File: config.mk
export PLATFORM = sky130hd
export DESIGN_NAME = ram_stream_reader_flat
export DESIGN_NICKNAME = d
export VERILOG_FILES = /design/src/rtl/ram_stream_reader_if.sv /design/src/rtl/ram_stream_reader.sv /design/src/flat_wrapper.sv
export SDC_FILE = /design/constraint.sdc
export NUM_CORES = 1
export LEC_CHECK = 0
export ABC_AREA = 1
export CORE_MARGIN = 5
export CORE_UTILIZATION = 46
export DETAILED_ROUTE_END_ITERATION = 8
export PLACE_DENSITY = 0.76
export SLEW_MARGIN = 20
export SYNTH_ARGS = -nofsm -noshare
export SYNTH_HDL_FRONTEND = slang
export SYNTH_SLANG_ARGS = --single-unit
File: constraint.sdc
create_clock -name clk_i -period 2.4 [get_ports clk_i]
set_input_delay 0.48 -clock clk_i [delete_from_list [all_inputs] [get_ports clk_i]]
set_output_delay 0.48 -clock clk_i [all_outputs]
set_load 0.03 [all_outputs]
File: src/rtl/ram_stream_reader_if.sv
// ============================================================================
//  ram_stream_reader_if : control, RAM read port and output stream bundle
//  Rev 1.0
// ============================================================================
`default_nettype none

interface ram_stream_reader_if #(
   parameter int width_p = 8,
   parameter int depth_p = 512
);
   localparam int AW = $clog2(depth_p);

   logic               start_i;
   logic [AW-1:0]      base_addr_i;
   logic [AW:0]        count_i;
   logic               busy_o;
   logic               done_o;
   logic               rd_valid_o;
   logic [AW-1:0]      rd_addr_o;
   logic [width_p-1:0] rd_data_i;
   logic               valid_o;
   logic [width_p-1:0] data_o;
   logic               ready_i;

   modport master (
      input  start_i, base_addr_i, count_i, rd_data_i, ready_i,
      output busy_o, done_o, rd_valid_o, rd_addr_o, valid_o, data_o
   );

   modport slave (
      output start_i, base_addr_i, count_i, rd_data_i, ready_i,
      input  busy_o, done_o, rd_valid_o, rd_addr_o, valid_o, data_o
   );
endinterface

`default_nettype wire

File: src/rtl/ram_stream_reader.sv
// ============================================================================
//  ram_stream_reader : burst reader from a 1-cycle-latency RAM onto a
//  valid/ready stream through a 2-entry buffer.   Rev 1.0
// ============================================================================
`default_nettype none

module ram_stream_reader #(
   parameter int width_p = 8,
   parameter int depth_p = 512
) (
   input  wire logic             clk_i,
   input  wire logic             reset_n_i,
   ram_stream_reader_if.master   bus
);
   localparam int AW = $clog2(depth_p);

   typedef enum logic [1:0] {
      ST_IDLE  = 2'd0,
      ST_READ  = 2'd1,
      ST_DRAIN = 2'd2
   } state_t;

   state_t             state_q, state_d;
   logic [AW-1:0]      addr_q, addr_d;
   logic [AW:0]        remain_q, remain_d;
   logic               inflight_q, inflight_d;
   logic [1:0]         cnt_q, cnt_d;
   logic               wr_ptr_q, wr_ptr_d;
   logic               rd_ptr_q, rd_ptr_d;
   logic               done_q, done_d;
   logic [width_p-1:0] buf_q [0:1];

   logic               pop;
   logic               issue;
   logic [1:0]         occ;

   always_ff @(posedge clk_i) begin
      if (!reset_n_i) begin
         state_q    <= ST_IDLE;
         addr_q     <= '0;
         remain_q   <= '0;
         inflight_q <= 1'b0;
         cnt_q      <= '0;
         wr_ptr_q   <= 1'b0;
         rd_ptr_q   <= 1'b0;
         done_q     <= 1'b0;
      end else begin
         state_q    <= state_d;
         addr_q     <= addr_d;
         remain_q   <= remain_d;
         inflight_q <= inflight_d;
         cnt_q      <= cnt_d;
         wr_ptr_q   <= wr_ptr_d;
         rd_ptr_q   <= rd_ptr_d;
         done_q     <= done_d;
      end
   end

   // RAM data lands in the buffer the cycle after its read was issued.
   always_ff @(posedge clk_i) begin
      if (!reset_n_i) begin
         buf_q[0] <= '0;
         buf_q[1] <= '0;
      end else if (inflight_q) begin
         buf_q[wr_ptr_q] <= bus.rd_data_i;
      end
   end

   always_comb begin
      pop   = (cnt_q != 2'd0) && bus.ready_i;
      // Occupancy after this edge, before any new read: buffered + in flight - popped.
      occ   = cnt_q + {1'b0, inflight_q} - {1'b0, pop};
      issue = (state_q == ST_READ) && (remain_q != '0) && (occ < 2'd2);

      state_d    = state_q;
      addr_d     = addr_q;
      remain_d   = remain_q;
      inflight_d = issue;
      cnt_d      = occ;
      wr_ptr_d   = wr_ptr_q ^ inflight_q;
      rd_ptr_d   = rd_ptr_q ^ pop;
      done_d     = 1'b0;

      if (issue) begin
         addr_d   = (addr_q == AW'(depth_p - 1)) ? '0 : addr_q + AW'(1);
         remain_d = remain_q - (AW+1)'(1);
      end

      case (state_q)
         ST_IDLE: begin
            if (bus.start_i) begin
               addr_d   = bus.base_addr_i;
               remain_d = bus.count_i;
               if (bus.count_i != '0) begin
                  state_d = ST_READ;
               end else begin
                  done_d = 1'b1;
               end
            end
         end
         ST_READ: begin
            if (issue && (remain_q == (AW+1)'(1))) begin
               state_d = ST_DRAIN;
            end
         end
         ST_DRAIN: begin
            if (occ == 2'd0) begin
               state_d = ST_IDLE;
               done_d  = 1'b1;
            end
         end
         default: begin
            state_d = ST_IDLE;
         end
      endcase
   end

   assign bus.busy_o     = (state_q != ST_IDLE);
   assign bus.done_o     = done_q;
   assign bus.rd_valid_o = issue;
   assign bus.rd_addr_o  = addr_q;
   assign bus.valid_o    = (cnt_q != 2'd0);
   assign bus.data_o     = buf_q[rd_ptr_q];
endmodule

`default_nettype wire
File: src/flat_wrapper.sv
// flat-port wrapper written by rule: the top's interface ports become plain ports
module ram_stream_reader_flat 
#(
   parameter int width_p = 8,
   parameter int depth_p = 512
)
  (clk_i, reset_n_i, bus_start_i, bus_base_addr_i, bus_count_i, bus_rd_data_i, bus_ready_i, bus_busy_o, bus_done_o, bus_rd_valid_o, bus_rd_addr_o, bus_valid_o, bus_data_o);
  ram_stream_reader_if #(.width_p(width_p), .depth_p(depth_p)) bus_i ();
  input  wire logic clk_i;
  input  wire logic reset_n_i;
  input wire logic [$bits(bus_i.start_i)-1:0] bus_start_i;
  input wire logic [$bits(bus_i.base_addr_i)-1:0] bus_base_addr_i;
  input wire logic [$bits(bus_i.count_i)-1:0] bus_count_i;
  input wire logic [$bits(bus_i.rd_data_i)-1:0] bus_rd_data_i;
  input wire logic [$bits(bus_i.ready_i)-1:0] bus_ready_i;
  output wire logic [$bits(bus_i.busy_o)-1:0] bus_busy_o;
  output wire logic [$bits(bus_i.done_o)-1:0] bus_done_o;
  output wire logic [$bits(bus_i.rd_valid_o)-1:0] bus_rd_valid_o;
  output wire logic [$bits(bus_i.rd_addr_o)-1:0] bus_rd_addr_o;
  output wire logic [$bits(bus_i.valid_o)-1:0] bus_valid_o;
  output wire logic [$bits(bus_i.data_o)-1:0] bus_data_o;
  assign bus_i.start_i = bus_start_i;
  assign bus_i.base_addr_i = bus_base_addr_i;
  assign bus_i.count_i = bus_count_i;
  assign bus_i.rd_data_i = bus_rd_data_i;
  assign bus_i.ready_i = bus_ready_i;
  assign bus_busy_o = bus_i.busy_o;
  assign bus_done_o = bus_i.done_o;
  assign bus_rd_valid_o = bus_i.rd_valid_o;
  assign bus_rd_addr_o = bus_i.rd_addr_o;
  assign bus_valid_o = bus_i.valid_o;
  assign bus_data_o = bus_i.data_o;
  ram_stream_reader #(.width_p(width_p), .depth_p(depth_p)) u_core (.clk_i(clk_i), .reset_n_i(reset_n_i), .bus(bus_i));
endmodule
Yosys cells after proc, flatten, opt, wreduce, memory -nomap -nowiden
Memories as Yosys holds them, arrays and structs flattened. A register that Yosys moved wholly into a read port is not among the register bits.
Index checks and enable logic that the tools add are counted.
{"block": "totals", "ff_bits": 27, "ramBits": 16, "in_bits": 31, "output_inout_bits": 21, "word_cells": 60, "memories": 1}
{"name": "u_core.buf_q", "depth": 2, "width": 8, "rd": 1, "rd_ports_with_merged_regs": 1, "write_ports": 2, "line": "ram_stream_reader.sv:31", "text": "logic [width_p-1:0] buf_q [0:1];"}
{"block": "classes", "addsub": 4, "n_lt_le_gt_ge": 1, "eq_ne": 8, "mux": 24, "bitwise_logic": 2, "n_reduce_logical": 12}
{"cell": "9-bit two-way mux", "count": 4}
{"cell": "10-bit two-way mux", "count": 3}
{"cell": "10-bit nonzero test", "count": 2}
{"cell": "10-bit by 1-bit == test with 1-bit output (second input constant)", "count": 1}
{"cell": "1-bit two-way mux", "count": 10}
{"cell": "10-bit by 1-bit subtractor with 10-bit output (second input constant)", "count": 1}
{"cell": "9-bit by 1-bit adder with 9-bit output (second input constant)", "count": 1}
{"cell": "9-bit == test (second input constant)", "count": 1}
{"cell": "2-bit two-way mux", "count": 4}
{"cell": "8-bit two-way mux", "count": 1}
{"cell": "8-bit OR reduction", "count": 1}
{"cell": "2-bit case mux with 3 select lines", "count": 1}
{"cell": "1-bit logical AND", "count": 4}
{"cell": "2-bit logical NOT", "count": 2}
{"cell": "2-bit by 1-bit != test with 1-bit output (second input constant)", "count": 2}
{"cell": "2-bit != test (second input constant)", "count": 2}
{"cell": "4-bit AND reduction", "count": 1}
{"cell": "2-bit nonzero test", "count": 2}
{"cell": "2-bit by 1-bit adder with 2-bit output", "count": 1}
{"cell": "2-bit by 1-bit == test with 1-bit output (second input constant)", "count": 1}
{"cell": "2-bit == test (second input constant)", "count": 1}
{"cell": "2-bit less-than comparator (second input constant)", "count": 1}
{"cell": "1-bit case mux with 2 select lines", "count": 1}
{"cell": "2-bit by 1-bit subtractor with 2-bit output", "count": 1}
{"cell": "1-bit bitwise XOR", "count": 2}

Logic depth before layout (Yosys ltp)
{"block": "depth", "ltp_word": 8, "ltp_mapped": 18, "depth_no_buf": 18}

Worst setup path after synthesis
Ideal clock, no wire load.
{"block": "synth_timing", "kind": "register to output", "startpoint": "register u_core.cnt_q[1]", "endpoint": "output bus_rd_valid_o", "arrival_ns": 1.996, "t_required_ns": 1.920, "path_slack_ns": -0.076, "stages_incl_launch_ff": 15, "n_path_buf": 1, "cell_sequence": "dfxtp_1 > or2_2 > nand2_1 > inv_1 > ha_1 > inv_1 > ha_1 > inv_1 > nand2_1 > nand2_1 > nand2_1 > nand2_1 > nand3_4 > inv_4 > buf_6"}
{"block": "synth_between", "elab_chain_cells": 5, "word_cells_on_any_way": 6, "classes_between": "add/sub: 2; order compare: 1; reduce/logical: 3"}
{"item": "start: declaration", "line": "ram_stream_reader.sv:27", "text": "logic [1:0] cnt_q, cnt_d;"}
{"item": "start signal: assignment", "line": "ram_stream_reader.sv:52", "text": "cnt_q <= cnt_d;"}
{"item": "2-bit nonzero test"}
{"item": "named net bus_valid_o", "line": "flat_wrapper.sv:20", "text": "output wire logic [$bits(bus_i.valid_o)-1:0] bus_valid_o;"}
{"item": "1-bit logical AND", "line": "ram_stream_reader.sv:70", "text": "pop = (cnt_q != 2'd0) && bus.ready_i;"}
{"item": "2-bit by 1-bit subtractor with 2-bit output", "line": "ram_stream_reader.sv:72", "text": "occ = cnt_q + {1'b0, inflight_q} - {1'b0, pop};"}
{"item": "2-bit less-than comparator", "line": "ram_stream_reader.sv:73", "text": "issue = (state_q == ST_READ) && (remain_q != '0) && (occ < 2'd2);"}
{"item": "1-bit logical AND", "line": "ram_stream_reader.sv:73"}
{"item": "end: declaration", "line": "flat_wrapper.sv:18", "text": "output wire logic [$bits(bus_i.rd_valid_o)-1:0] bus_rd_valid_o;"}
The timed path passes the listed nets, and every way through them passes these cells.

Final worst setup path
{"block": "layout_timing", "startpoint": "register u_core.cnt_q[1]", "endpoint": "output bus_rd_valid_o"}
{"block": "layout_between", "elab_chain_cells": 5, "word_cells_on_any_way": 6, "classes_between": "add/sub: 2; order compare: 1; reduce/logical: 3"}
{"item": "parallel branches: the longest is 2 deep, another holds 2-bit by 1-bit adder with 2-bit output"}
{"item": "2-bit by 1-bit subtractor with 2-bit output (*)", "line": "ram_stream_reader.sv:72"}
{"item": "2-bit less-than comparator (*)", "line": "ram_stream_reader.sv:73"}
{"item": "1-bit logical AND (*)", "line": "ram_stream_reader.sv:73"}
Every way passes the cells marked *.

==> results.sh <==
export IMPL_status="finished with violations"
export IMPL_violations="negative setup slack"
export IMPL_fp_dieArea_sq_mm=0.00692
export IMPL_synth_edf_count=16
export IMPL_finalHoldViolCount=0
export IMPL_power_leakage_nw=1.50
export IMPL_critPathArrivalTime_ps=1960
export IMPL_swShare_pct=35.7
export IMPL_required_ps=1920
export IMPL_pwr_share_clk_pct=21.1
export IMPL_rsz0062_at_grt="yes"
export IMPL_critPathMaxStageDelay_ps=330
export IMPL_io_buffers=51
export IMPL_critPathLaunchType="flip-flop"
export IMPL_worstSetupEndpointType="output port"
export IMPL_yosysWarnings=0
export IMPL_synth_area_per_cell_sq_um=7.65
export IMPL_gp_congestion=0.784
export IMPL_dp_hpwl_microns=4250
export IMPL_overflow=0
export IMPL_power_density_mw_per_mm2=791
export IMPL_routedWlPerCell_microns=12.4
export IMPL_grt_max_degree=20
export IMPL_initial_core_util_pct=47.9
export IMPL_p_int_mw=1.69
export IMPL_cp_common_cell="nand2_2"
export IMPL_path_cells="or2_4 -> nand2_2 -> inv_2 -> ha_4 -> inv_2 -> ha_4 -> inv_2 -> nand2_2 -> nand2_2 -> nand2_2 -> nand2_2 -> nand3_4 -> inv_4 -> buf_6"
export IMPL_r2r_cells=18
export IMPL_power_switching_mw=0.938
export IMPL_fmax_mhz=410
export IMPL_seqPwrFrac_pct=36.0
export IMPL_drive_gt1_share_pct=18.9
export IMPL_slowest_stage="dfxtp_2"
export IMPL_die_width_microns=83.2
export IMPL_postCtsHoldBufs=0
export IMPL_timing_rr_start="u_core.cnt_q[1]"
export IMPL_cts_max_path_buffers=2
export IMPL_yosys_area_top_type="dfxtp_1"
export IMPL_core_sq_mm=0.00514
export IMPL_diodes=0
export IMPL_worstSkewPairLatency_ps=290
export IMPL_synth_area_leaders="dfxtp_1 (23%), edfxtp_1 (20%), nand2_1 (9.6%)"
export IMPL_synth_seq_cells=44
export IMPL_p_comb_share_pct=42.8
export IMPL_yosysUniqueCellTypes=31
export IMPL_track_usage_pct=16.6
export IMPL_area_growth_pct=35.1
export IMPL_netlist_area_sq_mm=0.00246
export IMPL_reg2reg_slack_ps=150
export IMPL_synth_common_cells="nand2_1 (63), inv_1 (52), nor2_1 (45)"
export IMPL_fillers=482
export IMPL_timing_slew_headroom_pct=64.3
export IMPL_drv_slew=0
export IMPL_clkSinkCount=44
export IMPL_drc_errors=0
export IMPL_path_class="flip-flop to output port"
export IMPL_htree_levels=2
export IMPL_postSynthCellCount=322
export IMPL_antenna_found_initial=0
export IMPL_ir_drop_v=0.000375
export IMPL_r2r_end="u_core.bus.rd_addr_o[6]"
export IMPL_num_nets_final=427
export IMPL_period_minus_slack_ps=2440
export IMPL_viasPerCell=4.79
export IMPL_whs_ps=503
export IMPL_cts_root_buf="clkbuf_8"
export IMPL_holdPathEnd="u_core.wr_ptr_q"
export IMPL_tns_ps=-36.1
export IMPL_die_h_microns=83.2
export IMPL_synth_most_common_cell="nand2_1"
export IMPL_routed_wl_microns=5700
export IMPL_grt_pass1_wl_microns=9590
export IMPL_ys_flop_type="dfxtp_1"
export IMPL_async_reset_ff_share_pct=0
export IMPL_worst_slew_pin_slew_ps=535
export IMPL_crit_start="u_core.cnt_q[1]"
export IMPL_grt_pass1_vias=2134
export IMPL_fin_area_sq_mm=0.00333
export IMPL_ys_seq_area_share_pct=42.3
export IMPL_period_share_pct=102
export IMPL_cts_buffers=5
export IMPL_maxCapViolCount=0
export IMPL_cts_tree="built"
export IMPL_setup_viol=1
export IMPL_layout_setup_ws_ps=-36.1
export IMPL_clock_skew_ps=8.06
export IMPL_path_clk_slew_ps=80
export IMPL_synth_top_area_share_pct=22.8
export IMPL_synth_nets=359
export IMPL_hp_start="u_core.wr_ptr_q"
export IMPL_cp_max_fo=2
export IMPL_hp_class="flip-flop to flip-flop"
export IMPL_vias=2208
export IMPL_post_dp_cell_area_sq_mm=0.00311
export IMPL_hold_depth=2
export IMPL_num_rows=26
export IMPL_drt_iter0_drc=85
export IMPL_ant_nets=0
export IMPL_io_pins=52
export IMPL_drtPass1Iterations=4
## metrics by stage
step	setup WS (ps)	total power, mW	cells	util [%]
finish	-36.1	2.63	461	64.7
global route	-137	2.78	461	64.7
CTS	-77.9	2.61	461	64.2
detailed placement	-280	1.95	447	60.5
global placement	-219	1.92	447	60.5
floorplan	30.3	1.61	322	-
## cell families after synthesis
family,Yosys count,share of synthesized area (%)
adder cells (fa/ha/maj),6,3.05
AND/OR/NAND/NOR,163,30.8
buffers and inverters,66,10.9
AO/OA/AOI/OAI,31,7.83
XOR/XNOR,4,1.42
multiplexers,8,3.66
flip-flops,44,42.3
## state kept, by name (all words and copies together), names as in the netlist, named ones only
register and cells:
u_core.bus.rd_addr_o 9, u_core.rd_ptr_q 1, u_core.state_q 2, u_core.wr_ptr_q 1, u_core.remain_q 10, u_core.buf_q 16, u_core.cnt_q 2, u_core.bus.done_o 1
u_core.inflight_q 1
## worst max-delay path by stage
stage	endpoint	slack, ps	cells past startpoint
floorplan	bus_rd_valid_o	30	14
global placement	bus_rd_valid_o	-220	14
detailed placement	u_core.bus.rd_addr_o[1]	-280	17
CTS	bus_rd_valid_o	-80	14
global route	bus_rd_valid_o	-140	14
finish	bus_rd_valid_o	-40	14
## power groups by stage
stage | clock [mW] | combinational [mW] | sequential, mW
6_report | 0.556 | 1.13 | 0.947
5_1_grt | 0.591 | 1.23 | 0.959
4_1_cts | 0.567 | 1.09 | 0.947
3_5_place_dp | 0 | 0.982 | 0.964
3_3_place_gp | 0 | 0.964 | 0.960
2_1_floorplan | 0 | 0.654 | 0.956
## placed cells by master (no fill, tap or decap), types with 5 or more instances in the layout
master	netlist	layout
nand2_2	3	10
nand2_1	63	56
o21ai_0	8	8
nand4_1	5	5
inv_2	3	6
edfxtp_1	16	16
dfxtp_1	28	26
inv_1	52	49
mux2_2	8	8
clkbuf_8	0	5
o21bai_1	5	5
nand3_1	29	29
clkdlybuf4s50_1	0	49
nor2_1	45	45
buf_4	0	18
a21oi_1	9	9
## critical path, delay by kind of cell (launching register included)
kind                     cells  cell delay, ps
adder cells (fa/ha/maj)      2             400
buffers and inverters        5             310
flip-flops                   1             330
AND/OR/NAND/NOR              7             610
## routing by layer
metal / wire (microns) / track usage [%]
met1: 2590 / 20.4
met2: 2750 / 29.4
met3: 295 / 3.66
met4: 68 / 4.01
met5: 0 / 0
## layout make-up
type                            count  area, sq um  area share, %
Inverter                           56          213           6.40
Multi-Input combinational cell    212         1210           36.3
Clock inverter                      2         35.0           1.05
Tap cell                           70         87.6           2.63
Timing Repair Buffer               71          668           20.1
Sequential cell                    44         1040           31.4
Clock buffer                        6         72.6           2.18
## timing repair
action,in CTS,in global routing
pin swaps,10,6
buffers inserted,6,1
endpoints found under the setup margin,1,17
resized for setup,14,7
(Power assumes the default switching activity.)
